File: config.mk
export PLATFORM = sky130hd
export DESIGN_NAME = fetch_issue
export DESIGN_NICKNAME = d
export VERILOG_FILES = /design/src/rtl/fetch_issue_pkg.sv /design/src/rtl/fetch_flags_reg.sv /design/src/rtl/fetch_issue.sv
export SDC_FILE = /design/constraint.sdc
export NUM_CORES = 1
export LEC_CHECK = 0
export CAP_MARGIN = 30
export CELL_PAD_IN_SITES_DETAIL_PLACEMENT = 1
export CELL_PAD_IN_SITES_GLOBAL_PLACEMENT = 1
export CORE_ASPECT_RATIO = 1.4
export CORE_UTILIZATION = 31
export CTS_CLUSTER_SIZE = 40
export DETAILED_ROUTE_END_ITERATION = 7
export PLACE_DENSITY_LB_ADDON = 0.1
export SYNTH_ARGS = -nofsm -noshare
export SYNTH_HDL_FRONTEND = slang
export SYNTH_HIERARCHICAL = 1
export SYNTH_SLANG_ARGS = --single-unit
export TNS_END_PERCENT = 50
File: constraint.sdc
create_clock -name clk -period 2.05 [get_ports clk]
set_input_delay 0.615 -clock clk [delete_from_list [all_inputs] [get_ports clk]]
set_output_delay 0.615 -clock clk [all_outputs]
set_load 0.1 [all_outputs]
File: src/rtl/fetch_issue_pkg.sv
// Shared definitions for the fetch/issue front end: opcodes, field positions,
// PC width and FSM state encoding.
package fetch_issue_pkg;

    localparam int PC_W    = 16;
    localparam int OP_W    = 5;
    localparam int OP_MSB  = 31;
    localparam int OP_LSB  = 27;
    localparam int TGT_MSB = 15;
    localparam int TGT_LSB = 0;

    localparam logic [OP_W-1:0] OP_CMP_R = 5'b00100;
    localparam logic [OP_W-1:0] OP_CMP_I = 5'b00101;
    localparam logic [OP_W-1:0] OP_JMP   = 5'b10011;
    localparam logic [OP_W-1:0] OP_BNE   = 5'b10100;
    localparam logic [OP_W-1:0] OP_BEQ   = 5'b10101;
    localparam logic [OP_W-1:0] OP_NOP   = 5'b10111;

    typedef enum logic [0:0] {
        ST_FETCH = 1'b0,
        ST_ISSUE = 1'b1
    } state_t;

    function automatic logic [OP_W-1:0] op_field(input logic [31:0] word);
        return word[OP_MSB:OP_LSB];
    endfunction

    function automatic logic [PC_W-1:0] target_field(input logic [31:0] word);
        return word[TGT_MSB:TGT_LSB];
    endfunction

    // Only compares are allowed to update the condition flags.
    function automatic logic is_compare(input logic [OP_W-1:0] op);
        return (op == OP_CMP_R) || (op == OP_CMP_I);
    endfunction

endpackage

File: src/rtl/fetch_flags_reg.sv
// Two-bit condition flag register with load enable and synchronous reset.
module fetch_flags_reg
    import fetch_issue_pkg::*;
(
    input  logic       clk,
    input  logic       reset,
    input  logic       load_en,
    input  logic [1:0] flags_d,
    output logic [1:0] flags_q
);

    logic [1:0] flags_r;

    // Flag storage: cleared on reset, loaded only when enabled.
    always_ff @(posedge clk) begin
        if (reset) begin
            flags_r <= 2'b00;
        end else if (load_en) begin
            flags_r <= flags_d;
        end else begin
            flags_r <= flags_r;
        end
    end

    assign flags_q = flags_r;

endmodule

File: src/rtl/fetch_issue.sv
// Two-state fetch/issue front end: fetches one word from instruction memory,
// presents it to the control unit, then picks the next PC.
module fetch_issue
    import fetch_issue_pkg::*;
(
    input  logic        clk,
    input  logic        reset,
    output logic        imem_req,
    output logic [15:0] imem_addr,
    input  logic        imem_ack,
    input  logic [31:0] imem_data,
    input  logic        stall,
    input  logic        MuxDireccionPC,
    input  logic [1:0]  alu_flags,
    output logic [4:0]  Opcode,
    output logic [1:0]  Flags,
    output logic        instr_valid,
    output logic [31:0] instr_word
);

    state_t            state_r;
    logic [PC_W-1:0]   pc_r;
    logic [31:0]       ir_r;
    logic              imem_req_r;
    logic              instr_valid_r;
    logic [OP_W-1:0]   opcode_r;
    logic [PC_W-1:0]   pc_next_s;
    logic              flags_load_s;

    // Next PC candidate and flag-load decision for the current issue slot.
    always_comb begin
        pc_next_s    = pc_r + 16'd1;
        flags_load_s = 1'b0;
        if (MuxDireccionPC) begin
            pc_next_s = target_field(ir_r);
        end else begin
            pc_next_s = pc_r + 16'd1;
        end
        if ((state_r == ST_ISSUE) && !stall) begin
            flags_load_s = is_compare(op_field(ir_r));
        end else begin
            flags_load_s = 1'b0;
        end
    end

    // Fetch/issue FSM; outputs are registered together with the state so
    // they always match the state they describe.
    always_ff @(posedge clk) begin
        if (reset) begin
            state_r       <= ST_FETCH;
            pc_r          <= 16'h0000;
            ir_r          <= 32'h0000_0000;
            imem_req_r    <= 1'b1;
            instr_valid_r <= 1'b0;
            opcode_r      <= OP_NOP;
        end else begin
            case (state_r)
                ST_FETCH: begin
                    if (imem_ack) begin
                        state_r       <= ST_ISSUE;
                        ir_r          <= imem_data;
                        imem_req_r    <= 1'b0;
                        instr_valid_r <= 1'b1;
                        opcode_r      <= op_field(imem_data);
                    end
                end
                ST_ISSUE: begin
                    if (!stall) begin
                        state_r       <= ST_FETCH;
                        pc_r          <= pc_next_s;
                        imem_req_r    <= 1'b1;
                        instr_valid_r <= 1'b0;
                        opcode_r      <= OP_NOP;
                    end
                end
                default: begin
                    state_r       <= ST_FETCH;
                    imem_req_r    <= 1'b1;
                    instr_valid_r <= 1'b0;
                    opcode_r      <= OP_NOP;
                end
            endcase
        end
    end

    // Flags captured here are only visible from the following cycle, so a
    // compare cannot steer a branch in its own issue slot.
    fetch_flags_reg u_flags (
        .clk     (clk),
        .reset   (reset),
        .load_en (flags_load_s),
        .flags_d (alu_flags),
        .flags_q (Flags)
    );

    assign imem_req    = imem_req_r;
    assign imem_addr   = pc_r;
    assign instr_valid = instr_valid_r;
    assign Opcode      = opcode_r;
    assign instr_word  = ir_r;

endmodule

# Yosys cells after proc, flatten, opt, wreduce, memory -nomap -nowiden
# Index checks and enable logic that the tools add are counted.
[word_totals] ff_bits=58 latch_bits=0 ramBits=0 rom_bits=0 in_bits=39 output_inout_bits=57 wordCells=34 n_memories=0
[op_classes] n_addsub=1 mul=0 div=0 magnitude_cmp=0 eq_ne=4 n_shift=0 n_mux=14 n_bitwise=2 n_reduce_logical=6
[ops] op="adder 16 x 1 -> 16 bit (second input constant)" count=1
[ops] op="2-to-1 mux 16 bit" count=1
[ops] op="== test 5 x 3 -> 1 bit (second input constant)" count=2
[ops] op="2-to-1 mux 5 bit" count=2
[ops] op="case mux 5 bit (2 select lines)" count=1
[ops] op="2-to-1 mux 1 bit" count=7
[ops] op="case mux 1 bit (2 select lines)" count=3
[ops] op="AND reduction 2 bit" count=3
[ops] op="!= test 2 bit (second input constant)" count=2
[ops] op="inverter 1 bit" count=2
[ops] op="logical AND 1 bit" count=1
[ops] op="logical NOT 1 bit" count=1
[ops] op="logical OR 1 bit" count=1

# Depth between registers and ports, before layout
# Gate-level depths: netlist (run 1).
[logic_depth] ltp_word=3 mapped_depth=7 ltp_nobuf=5

# By module
# Netlist (run 1), hierarchy kept.
[modules_own_cells] module="fetch_issue" instances=1 cells_each=300 area_each_um2=2386.0 seq_area_each_um2=1121.1
[modules_own_cells] module="fetch_flags_reg" instances=1 cells_each=6 area_each_um2=67.6 seq_area_each_um2=40.0

# Worst setup path after synthesis (run 1)
# No wires, ideal clock.
[synth_path] kind="reg-to-reg" from="register pc_r[0] (netlist: imem_addr[0])" to="register pc_r[14] (netlist: imem_addr[14])" setup_time_ns=0.133 arrival_ns=2.098 required_time_ns=1.917 path_slack_ns=-0.181 path_stages_with_launch=6 n_path_buf=0 period_less_slack_ns=2.231 path_cell_list="dfxtp_1 ha_1 nand3_1 nor4_2 mux2i_1 a31oi_1"
[synth_via] elab_chain_len=2
[synth_rtl] item="from (decl)" line_no="fetch_issue.sv:22" text="logic [PC_W-1:0] pc_r;"
[synth_rtl] item="from (signal assigned)" line_no="fetch_issue.sv:70" text="pc_r <= pc_next_s;"
[synth_rtl] item="adder 16 x 1 -> 16 bit" line_no="fetch_issue.sv:37" text="pc_next_s = pc_r + 16'd1;"
[synth_rtl] item="2-to-1 mux 16 bit" line_no="fetch_issue.sv:34" text="if (MuxDireccionPC) begin"
# No other way between the ends.
# A chain may end at the register's enable or synchronous reset.

# Worst setup path after layout (run 1)
[layout_path] from="input port stall" to="register pc_r[12] (netlist: imem_addr[12])"
[layout_via] elab_chain_len=2
[layout_rtl] item="from (decl)" line_no="fetch_issue.sv:12" text="input logic stall,"
[layout_rtl] item="inverter 1 bit (no source line)"
[layout_rtl] item="AND reduction 2 bit (no source line)"
# No other way between the ends.

==> results of run 1 <==
## power groups by stage
stage	logic, mW	registers (mW)	clock network (mW)
after CTS	0.928	1.27	1.11
after detailed placement	0.927	1.29	0
after global routing	0.957	1.28	1.17
after floorplan	0.151	1.65	0
final	0.918	1.27	1.09
after global placement	0.915	1.29	0
## critical path, stage by stage
cell and delay (ps):
clkdlybuf4s50_1 420, or2b_1 260, buf_4 200, nor4_1 250
nand3_1 120, a31oi_1 170
## cells by family after synthesis
logic type	after synthesis	share of synthesized area [%]
multiplexers	5	2.04
AO/OA/AOI/OAI	80	19.8
buffers and inverters	27	4.69
adder cells (fa/ha/maj)	1	0.510
flip-flops	58	47.3
AND/OR/NAND/NOR	135	25.6
## worst paths after layout
path	from	endpoint	cells past startpoint
worst min-delay path	imem_req	imem_req	2
worst min register to register	imem_req	imem_req	2
worst max register to register	imem_addr[1]	imem_addr[14]	5
worst max-delay path	stall	imem_addr[12]	6
## layer usage
layer	wire length, um	share of wire (%)
met5	0	0
met1	3050	37
met3	458	5.6
met2	4550	56
met4	141	1.7
## cell usage after synthesis, types with 4 or more instances
library cell	count
mux2i_1	5
buf_2	5
dfxtp_1	58
nor2b_1	4
nand2_1	78
o21ai_0	9
nand4_1	4
a211oi_1	5
nor2_1	12
nor4_1	4
nand3_1	14
a21oi_1	41
a31oi_1	6
o31ai_1	4
clkbuf_1	16
## per-stage QoR
step | area, um^2 | power (mW) | util (%) | hold WS, ps
after floorplan | 2460 | 1.80 | - | 482
after global placement | 4140 | 2.21 | 53.7 | 478
after detailed placement | 4140 | 2.22 | 53.7 | 480
after CTS | 4340 | 3.31 | 56.3 | 495
after global routing | 4340 | 3.40 | 56.3 | 520
final | 4340 | 3.27 | 56.3 | 488
## cell usage in the layout, fill, tap and decap left out, types with 4 or more instances in the layout
cell type and instances:
o31ai_1 4, nor2_1 12, dfxtp_1 50, nand3_1 14, dfxtp_2 8, nor4_1 4, a21oi_1 41, buf_12 60
clkbuf_8 10, a211oi_1 5, buf_4 9, nand4_1 4, o21ai_0 9, nand2_1 78, mux2i_1 5, clkdlybuf4s50_1 37
a31oi_1 6
## area by class of cell
class	instances	area, um^2
timing repair buffer	107	1640
clock buffer	10	138
fill	875	3360
multi-input combinational	221	1180
clock inverter	6	66.3
inverter	4	15.0
tap	100	125
sequential	58	1170
## state kept, by name, summed over array words and instances (netlist names)
signal,cells
instr_word,32
imem_addr,16
Opcode,5
u_flags/flags_q,2
imem_req,1
instr_valid,1
state_r,1
==> impl_metrics.ini, run 1 <==
[outcome]
status = completed

[clock_tree]
clock_sinks = 58
clock_latency_ps = 350
cts_inserted_buffers = 9
cts_tree = yes
cts.htree.levels = 3
clk_path_buf_depth = 2
postCtsResizedCells = 0
clkTransAtPathRegs_ps = 70
cts_hold_buf = 0
cts_setup_buffers = 0
clock-root-buffer = clkbuf_8

[die]
num_rows = 38
die_w_um = 77.2
dieArea_um2 = 8280
die_h_um = 107
core-area_um2 = 7700
io_pins = 96
start_util_pct = 31.9

[layout]
diodes = 0
area_growth_pct = 76.8
final_cells = 506
drive_above_1_share_pct = 24.9
fin_nets = 441

[power]
clockPowerShare_pct = 33.2
powerDensity_nw_per_um2 = 754
switching_share_pct = 35.1
pwr-share-seq_pct = 38.7
p_comb_share_pct = 28.1
leakagePower_nw = 1.60
p_sw_mw = 1.15
cellInternalPower_mw = 2.12
vdd_drop_max_mv = 0.415

[place]
post-place-cells = 490
dp_slack_ps = -62.0
portBuffers = 95
gp_congestion = 0.761
post-dp-hpwl_mm = 6.06

[synth]
synth_enable_flop_cells = 0
syn_nets = 346
synth_sequential_area_ratio_pct = 47.3
synthTopCellsByArea = dfxtp_1 47%, nand2_1 12%, a21oi_1 8.4%
synth_top_area_share_pct = 47.3
synth_warnings = 6
ys_seq_elements = 58
synth_flop_cell = dfxtp_1
netlist_instances = 306
synthesis.area_um2 = 2450
syn-mean-instance-area_um2 = 8.02
yosys.area.top_type = dfxtp_1
synth_cell_type_count = 45
async_flop_share_pct = 0

[sta]
slew_headroom_pct = 67.7
clock.fmax_ghz = 0.570
tns_ps = 0
worst_pin_slew_ps = 483
min_period_over_period_pct = 85.6
rsz0062_at_grt = false
setup_viol = 0
hold_viol = 0
finalClockSkew_ps = 9.94
finalMaxSlewViolations = 0
fin_ws_ps = 294
layout_min_cycle_time_ps = 1760

[global_route]
grt_pass1_vias = 2746
gr-usage-met2_pct = 39.5
track_usage_pct = 21.1
grt_pass1_wl_mm = 13.4
grt_overflow_total = 0
grt_max_degree = 34
busiest_layer = met2
grt_util_met3_pct = 6.19
gr-usage-met1_pct = 21.4
antenna_found_initial = 0

[setup_path]
crit_fanout = 15
required_ps = 2330
r2r_slack_ps = 380
critPathKind = input port to flop
crit_path_end_kind = flop
crit_path_start_kind = input port
cp_data_arrival_time_ps = 2040

[detailed_routing]
drt_first_iter_violations = 127
drt-vias-per-instance = 5.13
num_vias = 2594
wl_per_cell_um = 16.2
post-route-drc-count = 0
antenna_left = 0
drt_pre_antenna_iters = 4
wirelength_mm = 8.20

[worst_hold_path]
hold_path.class = flop to flop

[flow_run]
max_cap_viol_count = 0
Power figures use the tool's default switching activity.
==> run 2: changes to the inputs <==
Settings changed: PLACE_DENSITY from default to 0.78, PLACE_DENSITY_LB_ADDON 0.1 to default.
==> impl_metrics.ini, run 2 (synthesized netlist as in run 1, its figures left out) <==
[outcome]
status = completed

[sta]
worst_pin_slew_ps = 407
setup_viol = 0
clock.fmax_ghz = 0.553
finalClockSkew_ps = 4.80
rsz0062_at_grt = false
finalMaxSlewViolations = 0
whs_ps = 498
min_period_over_period_pct = 88.2
hold_viol = 0
layout_min_cycle_time_ps = 1810
slew_headroom_pct = 72.6

[die]
num_rows = 38
die_h_um = 107
start_util_pct = 31.9
die_w_um = 77.2
dieArea_um2 = 8280
core-area_um2 = 7700
io_pins = 96

[detailed_routing]
m1WireLength_mm = 3.12
drt_first_iter_violations = 111
routed-wl-met3_um = 322
wirelength_mm = 8.56
num_vias = 2689
drt-vias-per-instance = 5.28
antenna_left = 0
drt_pre_antenna_iters = 5
wl_met2_mm = 4.88
post-route-drc-count = 0
top_layer_used = met4
wl_per_cell_um = 16.8

[global_route]
grt_pass1_vias = 2845
grt_pass1_wl_mm = 14.1
grt_overflow_total = 0
grt_max_degree = 39
track_usage_pct = 22.1
antenna_found_initial = 0

[setup_path]
cp_data_arrival_time_ps = 2070
required_ps = 2310
crit_fanout = 10
cpPeakStageDelay_ps = 600
crit_path_end_kind = flop
crit_path_start_kind = input port
crit_chain = clkdlybuf4s50_1 -> clkinv_1 -> o31ai_1 -> a21oi_1 -> a211oi_1
r2r_slack_ps = 260
critPathKind = input port to flop
path_depth = 5
cp_slowest_cell = clkdlybuf4s50_1
r2r_cells = 5
cp_top_family = buffers and inverters
path_buf_inv = 2

[flow_run]
max_cap_viol_count = 0

[clock_tree]
cts_setup_buffers = 0
clkTransAtPathRegs_ps = 70
cts_hold_buf = 0
clock-root-buffer = clkbuf_8
cts_tree = yes
clk_path_buf_depth = 2
cts.htree.levels = 3
cts_inserted_buffers = 9
postCtsResizedCells = 0
clock_latency_ps = 340
clock_sinks = 58

[power]
leakagePower_nw = 1.62
vdd_drop_max_mv = 0.474
powerDensity_nw_per_um2 = 772

[layout]
drive_above_1_share_pct = 25.4
fin_util_pct = 56.7
diodes = 0
final_cells = 509
final_cell_mix = 78 x nand2_1, 59 x buf_12, 50 x dfxtp_1, 41 x a21oi_1, 37 x clkdlybuf4s50_1
fillers = 854
fin_nets = 444
final_common_cell = nand2_1
fin_area_um2 = 4370
largest_reg_flops = 32
area_growth_pct = 78.0

[place]
post_dp_cell_area_um2 = 4150
portBuffers = 95
gp_congestion = 0.800
post-place-cells = 493
post-dp-hpwl_mm = 6.19

[worst_hold_path]
hold_path.class = flop to flop
whs_path_depth = 2
[run 2: cell count changes in the layout (fill, tap and decap cells not counted), sizes merged]
cell / before / now
clkinvlp: 3 / 1
bufinv: 1 / 2
buf: 70 / 73
clkbuf: 10 / 11
[run 2: through the flow]
step | total power [mW] | worst slack (ps) | setup TNS, ps
2_1_floorplan | 1.80 | 24.4 | 0
3_3_place_gp | 2.20 | -40.0 | -40.0
3_5_place_dp | 2.22 | -84.9 | -437
4_1_cts | 3.41 | 244 | 0
5_1_grt | 3.49 | 87.5 | 0
6_report | 3.37 | 243 | 0
[run 2: layout make-up]
| type | count | area [um^2] | share of cell area, % |
|---|---|---|---|
| clock inverter | 5 | 77.6 | 1.78 |
| multi-input combinational | 221 | 1180 | 27.1 |
| inverter | 4 | 15.0 | 0.344 |
| sequential | 58 | 1170 | 26.8 |
| clock buffer | 11 | 141 | 3.24 |
| tap | 100 | 125 | 2.87 |
| timing repair buffer | 110 | 1650 | 37.9 |
[run 2: power breakdown]
group	switching, mW	internal, mW	total [mW]
clock	0.467	0.713	1.18
combinational	0.580	0.347	0.927
sequential	0.0790	1.19	1.27
total	1.13	2.25	3.37
[run 2: path summary, 6_finish.rpt]
check	startpoint	end
max reg2reg	imem_addr[0]	imem_addr[14]
min reg2reg	instr_word[18]	instr_word[18]
min	instr_word[18]	instr_word[18]
max	MuxDireccionPC	imem_addr[9]
[run 2: layer usage]
layer,track usage [%],up-vias
met4,9.97,0
li1,-,1271
met5,0,-
met1,21.6,1318
met2,43.3,79
met3,5.08,21
[run 2: worst register-to-register path, stage by stage (launching register included)]
cell and delay (ps):
dfxtp_2 400, ha_1 240, nand3_1 300, nor4_2 410, mux2i_1 230, a31oi_1 90
